===== src/rtl/vga_timing_gen.sv =====
// Raster timing generator: pixel/line counters with phase FSMs, sync outputs delayed
// one cycle to line up with downstream registered RGB, plus line/frame strobes.
module vga_timing_gen #(
    parameter int unsigned H_ACTIVE = 640,
    parameter int unsigned H_FP     = 16,
    parameter int unsigned H_SYNC   = 96,
    parameter int unsigned H_BP     = 48,
    parameter int unsigned V_ACTIVE = 480,
    parameter int unsigned V_FP     = 10,
    parameter int unsigned V_SYNC   = 2,
    parameter int unsigned V_BP     = 33
) (
    input  logic       vga_clk,
    input  logic       reset,
    output logic [9:0] DrawX,
    output logic [9:0] DrawY,
    output logic       blank,
    output logic       hs,
    output logic       vs,
    output logic       line_start,
    output logic       frame_start,
    output logic [7:0] frame_count
);

    // state       | meaning
    // *_ST_ACT    | visible pixels / lines
    // *_ST_FP     | front porch
    // *_ST_SYNC   | sync pulse
    // *_ST_BP     | back porch
    localparam logic [1:0] H_ST_ACT  = 2'd0;
    localparam logic [1:0] H_ST_FP   = 2'd1;
    localparam logic [1:0] H_ST_SYNC = 2'd2;
    localparam logic [1:0] H_ST_BP   = 2'd3;
    localparam logic [1:0] V_ST_ACT  = 2'd0;
    localparam logic [1:0] V_ST_FP   = 2'd1;
    localparam logic [1:0] V_ST_SYNC = 2'd2;
    localparam logic [1:0] V_ST_BP   = 2'd3;

    // Last count of each phase; a phase is left on the edge where its counter holds this value.
    localparam logic [9:0] H_ACT_END  = 10'(H_ACTIVE - 1);
    localparam logic [9:0] H_FP_END   = 10'(H_ACTIVE + H_FP - 1);
    localparam logic [9:0] H_SYNC_END = 10'(H_ACTIVE + H_FP + H_SYNC - 1);
    localparam logic [9:0] H_LAST     = 10'(H_ACTIVE + H_FP + H_SYNC + H_BP - 1);
    localparam logic [9:0] V_ACT_END  = 10'(V_ACTIVE - 1);
    localparam logic [9:0] V_FP_END   = 10'(V_ACTIVE + V_FP - 1);
    localparam logic [9:0] V_SYNC_END = 10'(V_ACTIVE + V_FP + V_SYNC - 1);
    localparam logic [9:0] V_LAST     = 10'(V_ACTIVE + V_FP + V_SYNC + V_BP - 1);

    logic [9:0] hc_q, hc_d;
    logic [9:0] vc_q, vc_d;
    logic [1:0] h_state_q, h_state_d;
    logic [1:0] v_state_q, v_state_d;
    logic       hs_q, hs_d;
    logic       vs_q, vs_d;
    logic       line_start_q, line_start_d;
    logic       frame_start_q, frame_start_d;
    logic [7:0] frame_count_q, frame_count_d;
    logic       h_wrap;
    logic       v_last;

    always_comb begin
        h_wrap = (hc_q == H_LAST);
        v_last = (vc_q == V_LAST);

        hc_d = h_wrap ? 10'd0 : hc_q + 10'd1;
        vc_d = vc_q;
        if (h_wrap) begin
            vc_d = v_last ? 10'd0 : vc_q + 10'd1;
        end

        h_state_d = h_state_q;
        case (h_state_q)
            H_ST_ACT:  if (hc_q == H_ACT_END)  h_state_d = H_ST_FP;
            H_ST_FP:   if (hc_q == H_FP_END)   h_state_d = H_ST_SYNC;
            H_ST_SYNC: if (hc_q == H_SYNC_END) h_state_d = H_ST_BP;
            H_ST_BP:   if (h_wrap)             h_state_d = H_ST_ACT;
            default:                           h_state_d = H_ST_ACT;
        endcase

        // Vertical phase only moves on a horizontal wrap.
        v_state_d = v_state_q;
        if (h_wrap) begin
            case (v_state_q)
                V_ST_ACT:  if (vc_q == V_ACT_END)  v_state_d = V_ST_FP;
                V_ST_FP:   if (vc_q == V_FP_END)   v_state_d = V_ST_SYNC;
                V_ST_SYNC: if (vc_q == V_SYNC_END) v_state_d = V_ST_BP;
                V_ST_BP:   if (v_last)             v_state_d = V_ST_ACT;
                default:                           v_state_d = V_ST_ACT;
            endcase
        end

        hs_d          = (h_state_q != H_ST_SYNC);
        vs_d          = (v_state_q != V_ST_SYNC);
        line_start_d  = h_wrap;
        frame_start_d = h_wrap && v_last;
        frame_count_d = frame_start_d ? frame_count_q + 8'd1 : frame_count_q;
    end

    always_ff @(posedge vga_clk) begin
        if (reset) begin
            hc_q          <= 10'd0;
            vc_q          <= 10'd0;
            h_state_q     <= H_ST_ACT;
            v_state_q     <= V_ST_ACT;
            hs_q          <= 1'b1;
            vs_q          <= 1'b1;
            line_start_q  <= 1'b0;
            frame_start_q <= 1'b0;
            frame_count_q <= 8'd0;
        end else begin
            hc_q          <= hc_d;
            vc_q          <= vc_d;
            h_state_q     <= h_state_d;
            v_state_q     <= v_state_d;
            hs_q          <= hs_d;
            vs_q          <= vs_d;
            line_start_q  <= line_start_d;
            frame_start_q <= frame_start_d;
            frame_count_q <= frame_count_d;
        end
    end

    assign DrawX       = hc_q;
    assign DrawY       = vc_q;
    assign blank       = (h_state_q == H_ST_ACT) && (v_state_q == V_ST_ACT);
    assign hs          = hs_q;
    assign vs          = vs_q;
    assign line_start  = line_start_q;
    assign frame_start = frame_start_q;
    assign frame_count = frame_count_q;

endmodule


===== config.mk =====
export PLATFORM = sky130hd
export DESIGN_NAME = vga_timing_gen
export DESIGN_NICKNAME = d
export VERILOG_FILES = /design/src/rtl/vga_timing_gen.sv
export SDC_FILE = /design/constraint.sdc
export NUM_CORES = 1
export LEC_CHECK = 0
export BUFFER_PORTS_ARGS = -buffer_cell sky130_fd_sc_hd__buf_4
export CORE_ASPECT_RATIO = 2
export CORE_UTILIZATION = 54
export CTS_BUF_LIST = sky130_fd_sc_hd__clkbuf_8
export CTS_CLUSTER_DIAMETER = 30
export DETAILED_ROUTE_END_ITERATION = 6
export GPL_ROUTABILITY_DRIVEN = 0
export HOLD_SLACK_MARGIN = 0.08
export PLACE_DENSITY = 0.85
export SLEW_MARGIN = 15
export SYNTH_ARGS = -nofsm -noshare
export SYNTH_HDL_FRONTEND = slang
export SYNTH_SLANG_ARGS = --single-unit

===== constraint.sdc =====
create_clock -name vga_clk -period 2 [get_ports vga_clk]
set_input_delay 0.3 -clock vga_clk [delete_from_list [all_inputs] [get_ports vga_clk]]
set_output_delay 0.3 -clock vga_clk [all_outputs]
set_load 0.01 [all_outputs]

==> results of run 1 <==
## report_power, final
group,switching (mW),internal (mW)
sequential,0.0120,0.727
combinational,0.0638,0.0455
clock,0.270,0.369
total,0.346,1.14
## critical path, cell delays in order, from the launching register on
cell      delay [ns]
dfxtp_1         0.40
ha_1            0.23
and3b_1         0.23
and3_1          0.32
o211a_1         0.25
a21oi_1         0.08
a311oi_1        0.23
## layout make-up
class	instances	share of cell area, %
Multi-Input combinational cell	145	44.3
Sequential cell	36	31.6
Timing Repair Buffer	46	15.2
Clock buffer	5	3.02
Inverter	14	2.31
Clock inverter	3	1.87
Tap cell	31	1.70
## cells in the final DEF, fill, tap and decap left out, types with 7 or more instances in the layout
| cell type | netlist | final |
|---|---|---|
| buf_4 | 2 | 46 |
| dfxtp_1 | 36 | 36 |
| nor2_1 | 28 | 28 |
| xor2_1 | 15 | 15 |
| inv_1 | 14 | 14 |
| ha_1 | 14 | 14 |
| nand4_1 | 9 | 9 |
| xnor2_1 | 9 | 9 |
| nor3_1 | 8 | 8 |
| nand3_1 | 8 | 8 |
| and3_1 | 7 | 7 |
## cell families (layout without fill, tap and decap cells)
family          Yosys count  count (layout)
simple gates             90              90
flops                    36              36
xor+xnor                 24              24
buf+inv                  22              68
compound gates           16              16
fa+ha+maj                14              14
mux                       1               1
## state kept, by name, summed over array words and instances (netlist names)
| signal | cells |
|---|---|
| h_state_q | 2 |
| frame_start | 1 |
| DrawX | 10 |
| v_state_q | 2 |
| hs | 1 |
| line_start | 1 |
| DrawY | 10 |
| frame_count | 8 |
| vs | 1 |
## per-layer routing
| metal | up-vias | global-route usage (%) | share of wire, % |
|---|---|---|---|
| met5 | - | 0 | 0 |
| met1 | 743 | 20.9 | 38 |
| met4 | 0 | 12.1 | 3.0 |
| met3 | 10 | 6.24 | 3.7 |
| met2 | 40 | 43.6 | 56 |
| li1 | 781 | - | - |
## worst paths after layout
path,endpoint,slack [ns],cells past startpoint
setup / recovery,v_state_q[0]$_SDFFE_PP0P_,0.16,6
hold / removal,frame_count[2]$_SDFFE_PP0P_,0.37,2
setup reg to reg,v_state_q[0]$_SDFFE_PP0P_,0.16,6
hold reg to reg,DrawX[0]$_SDFF_PP0_,0.52,1
## stage by stage
stage	instances	power [mW]
floorplan	203	0.828
global placement	272	0.857
detailed placement	272	0.862
CTS	280	1.50
global route	280	1.54
finish	280	1.49
==> results.toml, run 1 <==
[status]
status = "completed"

[grt]
track_usage_pct = 23.2
antenna_found_initial = 0
grt_max_degree = 30
grt-ovfl-total = 0
grt_pass1_wl_mm = 6.48
grt_pass1_vias = 1556

[final_layout]
final_layout_size_suffix_gt1_share_pct = 24.5
multi_input_area_um2 = 1010
fin_util_pct = 71.4
final_area_um2 = 2280
num_antenna_cells = 0
num-fill-cells = 240
regArea_um2 = 721
syn2layout_area_growth_pct = 24.3
final_nets = 264

[routing]
first_iter_violations = 31
vias = 1574
drcViolationCount = 0
via_per_inst = 5.62
dr.pass1.iters = 4
avgRoutedWirePerCell_um = 14.1
ant_nets = 0
routed_wl_mm = 3.96

[logic_synthesis]
synth_compound_area_share_pct = 6.01
synth_area_leader_cell = "dfxtp_1"
synthMuxAreaShare_pct = 0.546
synthAdderAreaFrac_pct = 9.56
avgSynthCellArea_um2 = 9.03
synth_enable_flop_cells = 0
netlist_area_um2 = 1830
async_reset_ff_share_pct = 0
synth.distinct_cells = 46
synth-seq-cells = 36
ys.flop_type = "dfxtp_1"
syn_inst = 203
ys_seq_area_share_pct = 39.3
synthXorXnorAreaFrac_pct = 11.5
synth_common_cells = "36 x dfxtp_1, 28 x nor2_1, 15 x xor2_1, 14 x ha_1, 14 x inv_1"
netlist.area_leader.share_pct = 39.3
synthTopCellsByArea = "dfxtp_1 39%, ha_1 9.6%, xor2_1 7.2%"
yosys.area_share.simple_pct = 27.4
synth_top_family_by_area = "simple AND/OR/NAND/NOR gates"
syn-num-nets = 219
synth_most_common_cell = "dfxtp_1"
yosys_warnings = 0

[timing]
tightest_slew_ns = 0.374
finalSetupViolations = 0
period_minus_slack_ns = 1.84
period_share_pct = 91.8
rsz0062_at_grt = "no"
slew_headroom_pct = 74.8
fin_hold_ws_ns = 0.365
finClkSkew_ns = 0.00620
finalHoldViolations = 0
worst_slack_ns = 0.163
slew_violations = 0
clock.fmax_mhz = 544
tns_ns = 0

[clock_network]
cts.sinks = 36
clock_latency_ns = 0.29
clkTransAtPathRegs_ns = 0.08
cts_buffers = 5
cts_tree = "built"
cts.path.max_buffers = 2
cts-root-buf = "clkbuf_8"
post_cts_buffers = 0
hold_buffers = 0
post_cts_resized = 0
h-tree-depth = 2

[setup_path]
startpoint_type = "flip-flop"
path_class = "flip-flop to flip-flop"
cp-startpoint = "DrawX[0]$_SDFF_PP0_"
required_ns = 2.20
end_kind = "flip-flop"
timing.rr.start = "DrawX[0]$_SDFF_PP0_"
worstPathMaxFanout = 7
worstPathArrival_ns = 2.04

[placed_design]
place_ws_ns = 0.155
numPortBuffers = 34
dp_hpwl_mm = 2.90
place_area_um2 = 2160

[run]
cap_violations = 0

[floorplan]
core_um2 = 3190
initial_core_util_pct = 57.4
rows = 29
die_width_um = 43.2
io_pins = 35
die_h_um = 84.4
die_area_um2 = 3650

[pwr]
peakVddDrop_v = 0.000689
power_density_nw_per_um2 = 653
leakagePower_nw = 0.986

[hold_path]
min_path_type = "primary input to flip-flop"
hp-start = "reset"
Power figures use the tool's default switching activity.
==> run 2, diff against run 1 <==
- ABC_AREA: unset -> 1
- PLACE_DENSITY: 0.85 -> 0.84
==> run 2 against run 1 <==
  * Highest routed layer unchanged
  * Sequential power fell by 2%
  * Critical endpoint is now frame_count[1]$_SDFFE_PP0P_
  * Critical path type unchanged
  * Register-to-register slack improved by 0.14 ns
  * Setup slack improved by 0.14 ns
==> results.toml, run 2 <==
[logic_synthesis]
synthTopCellsByArea = "dfxtp_1 35%, nand2_1 12%, ha_1 8.5%"
synth_common_cells = "65 x nand2_1, 41 x nor2_1, 40 x inv_1, 36 x dfxtp_1, 21 x nand3_1"
synth.distinct_cells = 30
ys_seq_area_share_pct = 35.1
yosys_warnings = 0
synth_most_common_cell = "nand2_1"
ys.flop_type = "dfxtp_1"
netlist.area_leader.share_pct = 35.1
synth-seq-cells = 36
syn-num-nets = 316
syn_inst = 300
synth_area_leader_cell = "dfxtp_1"
netlist_area_um2 = 2050
synth_enable_flop_cells = 0
async_reset_ff_share_pct = 0
avgSynthCellArea_um2 = 6.85

[pwr]
power_density_nw_per_um2 = 529
internal_power_mw = 1.01
power.share.sequential_pct = 55.8
pwr-share-clk_pct = 41.2
comb_power_share_pct = 3.1
sw_frac_of_total_pct = 22.3
leakagePower_nw = 1.03
peakVddDrop_v = 0.000513
switchingPower_uw = 290

[routing]
dr.pass1.iters = 4
first_iter_violations = 46
via_per_inst = 5.19
routed_wl_mm = 4.70
avgRoutedWirePerCell_um = 12.0
ant_nets = 0
vias = 2023
drcViolationCount = 0

[timing]
finClkSkew_ns = 0.00637
slew_headroom_pct = 76.9
period_minus_slack_ns = 1.69
slew_violations = 0
rsz0062_at_grt = "no"
finalSetupViolations = 0
tightest_slew_ns = 0.345
tns_ns = 0
finalHoldViolations = 0
clock.fmax_mhz = 590
period_share_pct = 84.7

[final_layout]
final_layout_size_suffix_gt1_share_pct = 20.2
syn2layout_area_growth_pct = 19.9
final_cell_mix = "65 x nand2_1, 41 x nor2_1, 40 x inv_1"
num_antenna_cells = 0
final_nets = 356
mostFrequentLayoutCell = "nand2_1"
final_cells = 390

[clock_network]
hold_buffers = 0
clkTransAtPathRegs_ns = 0.07
cts-root-buf = "clkbuf_8"
cts.path.max_buffers = 2
post_cts_buffers = 0
cts_tree = "built"
clock_latency_ns = 0.29
h-tree-depth = 2
cts_buffers = 5
cts.sinks = 36
post_cts_resized = 0

[setup_path]
worstPathArrival_ns = 1.92
cp_common_cell = "inv_1"
path_class = "flip-flop to flip-flop"
end_kind = "flip-flop"
path_buf_inv = 3
required_ns = 2.23
slowest_stage = "dfxtp_1"
cp_top_family = "simple AND/OR/NAND/NOR gates"
worstPathMaxFanout = 8
cp-startpoint = "DrawY[0]$_SDFFE_PP0N_"
cp_slowest_stage_delay_ns = 0.46
startpoint_type = "flip-flop"
worstPathCellList = "inv_1, ha_1, nand3_1, inv_1, nand2_2, nor2_4, nor2_2, inv_2, o21ai_1"
timing.rr.start = "DrawY[0]$_SDFFE_PP0N_"

[floorplan]
die_h_um = 89.2
rows = 31
die_width_um = 45.6
io_pins = 35
die_area_um2 = 4070
initial_core_util_pct = 57.0
core_um2 = 3610

[hold_path]
hp-start = "reset"
min_path_type = "primary input to flip-flop"

[status]
status = "completed"

[grt]
grt_pass1_vias = 1926
grt_max_degree = 12
grt_pass1_wl_mm = 7.87
track_usage_pct = 26.8
grt-ovfl-total = 0
antenna_found_initial = 0

[placed_design]
numPortBuffers = 34
dp_hpwl_mm = 3.75
placed_cells = 382

[run]
cap_violations = 0
[run 2: through the flow]
| stage | utilization [%] | setup WS, ns | power, mW | instance area, µm² | hold slack (ns) |
|---|---|---|---|---|---|
| floorplan | - | 0.504 | 0.766 | 2050 | 0.369 |
| global placement | 65.7 | 0.385 | 0.782 | 2370 | 0.444 |
| detailed placement | 65.7 | 0.333 | 0.783 | 2370 | 0.452 |
| CTS | 68.3 | 0.320 | 1.31 | 2460 | 0.226 |
| global route | 68.3 | 0.129 | 1.36 | 2460 | 0.241 |
| finish | 68.3 | 0.306 | 1.30 | 2460 | 0.231 |
[run 2: cells by family (layout without fill, tap and decap cells)]
kind of cell | after synthesis | count (layout) | synth area share [%]
AOI/OAI and AO/OA | 33 | 33 | 8.59
DFF | 36 | 36 | 35.1
buffers and inverters | 50 | 91 | 9.26
and+or+nand+nor | 163 | 163 | 36.8
xor gates and xnor gates | 4 | 4 | 1.71
adders and majority gates | 14 | 14 | 8.53
[run 2: cell type report]
type	instances	area (µm²)
fillers	334	1140
multi-input cells	214	1140
flip-flops and latches	36	721
repair buffers	35	263
inverters	48	181
clock buffers	6	82.6
well taps	49	61.3
clock inverters	2	10.0
[run 2: layer usage]
layer / wire, µm / global-route usage, %
met5: 0 / 0
met4: 206 / 16.3
met1: 1620 / 24.6
met3: 175 / 6.26
met2: 2690 / 49.7
[run 2: power groups by stage]
stage / clock, mW / combinational [mW] / sequential, mW
6_report: 0.536 / 0.0399 / 0.726
2_1_floorplan: 0 / 0.0210 / 0.745
4_1_cts: 0.546 / 0.0401 / 0.726
3_3_place_gp: 0 / 0.0396 / 0.743
5_1_grt: 0.585 / 0.0445 / 0.727
3_5_place_dp: 0 / 0.0401 / 0.743
[run 2: final timing paths]
check	endpoint	slack (ns)	cells after the start
worst min register to register	DrawX[0]$_SDFF_PP0_	0.47	1
worst min-delay path	frame_count[6]$_SDFFE_PP0P_	0.23	2
worst max register to register	frame_count[1]$_SDFFE_PP0P_	0.31	9
worst max-delay path	frame_count[1]$_SDFFE_PP0P_	0.31	9
[run 2: worst register-to-register path: stages, from the launching register on]
cell and delay [ns]:
dfxtp_1 0.46, inv_1 0.10, ha_1 0.21, nand3_1 0.11
inv_1 0.06, nand2_2 0.15, nor2_4 0.07, nor2_2 0.22
inv_2 0.10, o21ai_1 0.14
==> run 3, diff against run 2 <==
- clock period: 2 -> 1.6 ns (I/O delays scaled with it)
==> run 3 against run 2 <==
  * The flow now finishes with violations (setup timing)
  * Largest power group unchanged
  * Clock power rose by 49%
  * Final area increased by 8.1%
  * First-iteration DRC count up 61%
  * Via count increased by 4.8%
  * Total power is 36% higher
  * Sequential share of layout area is 1.8 points lower
==> results.toml, run 3 (synthesized netlist as in run 2, its figures left out) <==
[status]
status = "finished with violations"
violations = "setup timing"

[grt]
grt_pass1_vias = 1910
grt-ovfl-total = 0
grt_max_degree = 12
antenna_found_initial = 0
track_usage_pct = 27.2
grt_pass1_wl_mm = 7.96

[floorplan]
initial_core_util_pct = 57.0
die_area_um2 = 4070
die_width_um = 45.6
rows = 31
die_h_um = 89.2
io_pins = 35
core_um2 = 3610

[hold_path]
min_path_type = "primary input to flip-flop"
hp-start = "reset"
worst_hold_path.endpoint = "frame_count[6]$_SDFFE_PP0P_"
whs_path_depth = 2

[timing]
worst_slack_ns = -0.0328
fin_hold_ws_ns = 0.155
period_share_pct = 102
period_minus_slack_ns = 1.63
finClkSkew_ns = 0.00779
finalSetupViolations = 3
slew_headroom_pct = 77.9
tightest_slew_ns = 0.329
finalHoldViolations = 0
rsz0062_at_grt = "yes"
slew_violations = 0
clock.fmax_mhz = 612

[clock_network]
h-tree-depth = 2
cts_buffers = 5
cts_tree = "built"
cts.sinks = 36
clkTransAtPathRegs_ns = 0.08
hold_buffers = 0
cts-root-buf = "clkbuf_8"
clock_latency_ns = 0.30
cts.path.max_buffers = 2

[pwr]
peakVddDrop_v = 0.000834
leakagePower_nw = 1.13
power_density_nw_per_um2 = 664
finalPower_mw = 1.77

[setup_path]
required_ns = 1.79
cp_slowest_stage_delay_ns = 0.37
cp_common_cell = "nand2_1"
cp-startpoint = "DrawX[0]$_SDFF_PP0_"
path_depth = 10
timing.rr.end = "h_state_q[0]$_SDFFE_PP0P_"
r2r_cells = 10
startpoint_type = "flip-flop"
rrSetupSlack_ns = -0.03
worstPathMaxFanout = 6
end_kind = "flip-flop"
worstPathCellList = "ha_4, nand2_4, nor2_4, nand3_1, o21ai_1, nand2_1, nor2_4, nand2_1, nand2_1, nor2_1"
slowest_stage = "dfxtp_2"
path_class = "flip-flop to flip-flop"
cp_top_family = "simple AND/OR/NAND/NOR gates"
path_buf_inv = 0
timing.rr.start = "DrawX[0]$_SDFF_PP0_"
worstPathArrival_ns = 1.82

[routing]
avgRoutedWirePerCell_um = 13.5
vias = 2121
drcViolationCount = 0
dr.pass1.iters = 4
routed_wl_mm = 5.44
via_per_inst = 5.26
ant_nets = 0
first_iter_violations = 74
met1_length_mm = 1.89
met2_length_mm = 3.06
topRoutingLayerUsed = "met4"
met3_length_um = 231

[placed_design]
dp_hpwl_mm = 3.95
numPortBuffers = 34
placed_cells = 392
place_ws_ns = 0.0171

[final_layout]
final_cell_mix = "61 x nand2_1, 48 x buf_4, 41 x inv_1"
mostFrequentLayoutCell = "nand2_1"
num-fill-cells = 289
fin_util_pct = 73.8
final_nets = 369
final_layout_size_suffix_gt1_share_pct = 28.2
syn2layout_area_growth_pct = 29.5
num_antenna_cells = 0
final_cells = 403

[run]
cap_violations = 0
-- run 3: cell count changes in the layout (fill, tap and decap cells not counted), sizes merged --
cell and change:
buf +13, clkbuf -1, bufinv +1, clkinv -3, inv +3
-- run 3: layer usage --
metal	vias to the layer above	track usage, %
met5	-	0
met4	0	18.5
met3	20	5.25
met2	73	50.9
met1	970	24.3
li1	1058	-
-- run 3: worst register-to-register path: cells and delay by family, from the launching register on --
family	cells	cell delay [ns]
AO/OA/AOI/OAI	1	0.14
adder cells (fa/ha/maj)	1	0.16
AND/OR/NAND/NOR	8	0.85
flip-flops	1	0.37
-- run 3: where the power goes --
part           switching (mW)  internal, mW
clock network           0.342         0.456
registers             0.00825         0.902
logic                  0.0339        0.0249
-- run 3: worst max-delay path by stage --
stage	to	slack [ns]
floorplan	h_state_q[0]$_SDFFE_PP0P_	0.10
global placement	v_state_q[1]$_SDFFE_PP0P_	0.08
detailed placement	h_state_q[0]$_SDFFE_PP0P_	0.02
CTS	DrawX[8]$_SDFF_PP0_	0.006
global route	frame_count[6]$_SDFFE_PP0P_	-0.13
finish	h_state_q[0]$_SDFFE_PP0P_	-0.03
-- run 3: metrics by stage --
| stage | area, µm² | TNS (ns) |
|---|---|---|
| 2_1_floorplan | 2050 | 0 |
| 3_3_place_gp | 2440 | 0 |
| 3_5_place_dp | 2440 | 0 |
| 4_1_cts | 2560 | 0 |
| 5_1_grt | 2660 | -1.15 |
| 6_report | 2660 | -0.0596 |
-- run 3: timing repair --
| action | 4_1_cts | 5_1_grt |
|---|---|---|
| buffers inserted | 0 | 3 |
| setup endpoints to repair | 1 | 32 |
| pin swaps | 0 | 6 |
| cloned | 0 | 0 |
| resized for setup | 1 | 28 |
-- run 3: area by class of cell --
class / instances / area [µm²] / area share, %
timing repair buffer: 48 / 360 / 13.5
tap: 49 / 61.3 / 2.30
clock buffer: 5 / 68.8 / 2.59
clock inverter: 3 / 38.8 / 1.46
sequential: 36 / 731 / 27.5
inverter: 48 / 185 / 6.96
multi-input combinational: 214 / 1220 / 45.7
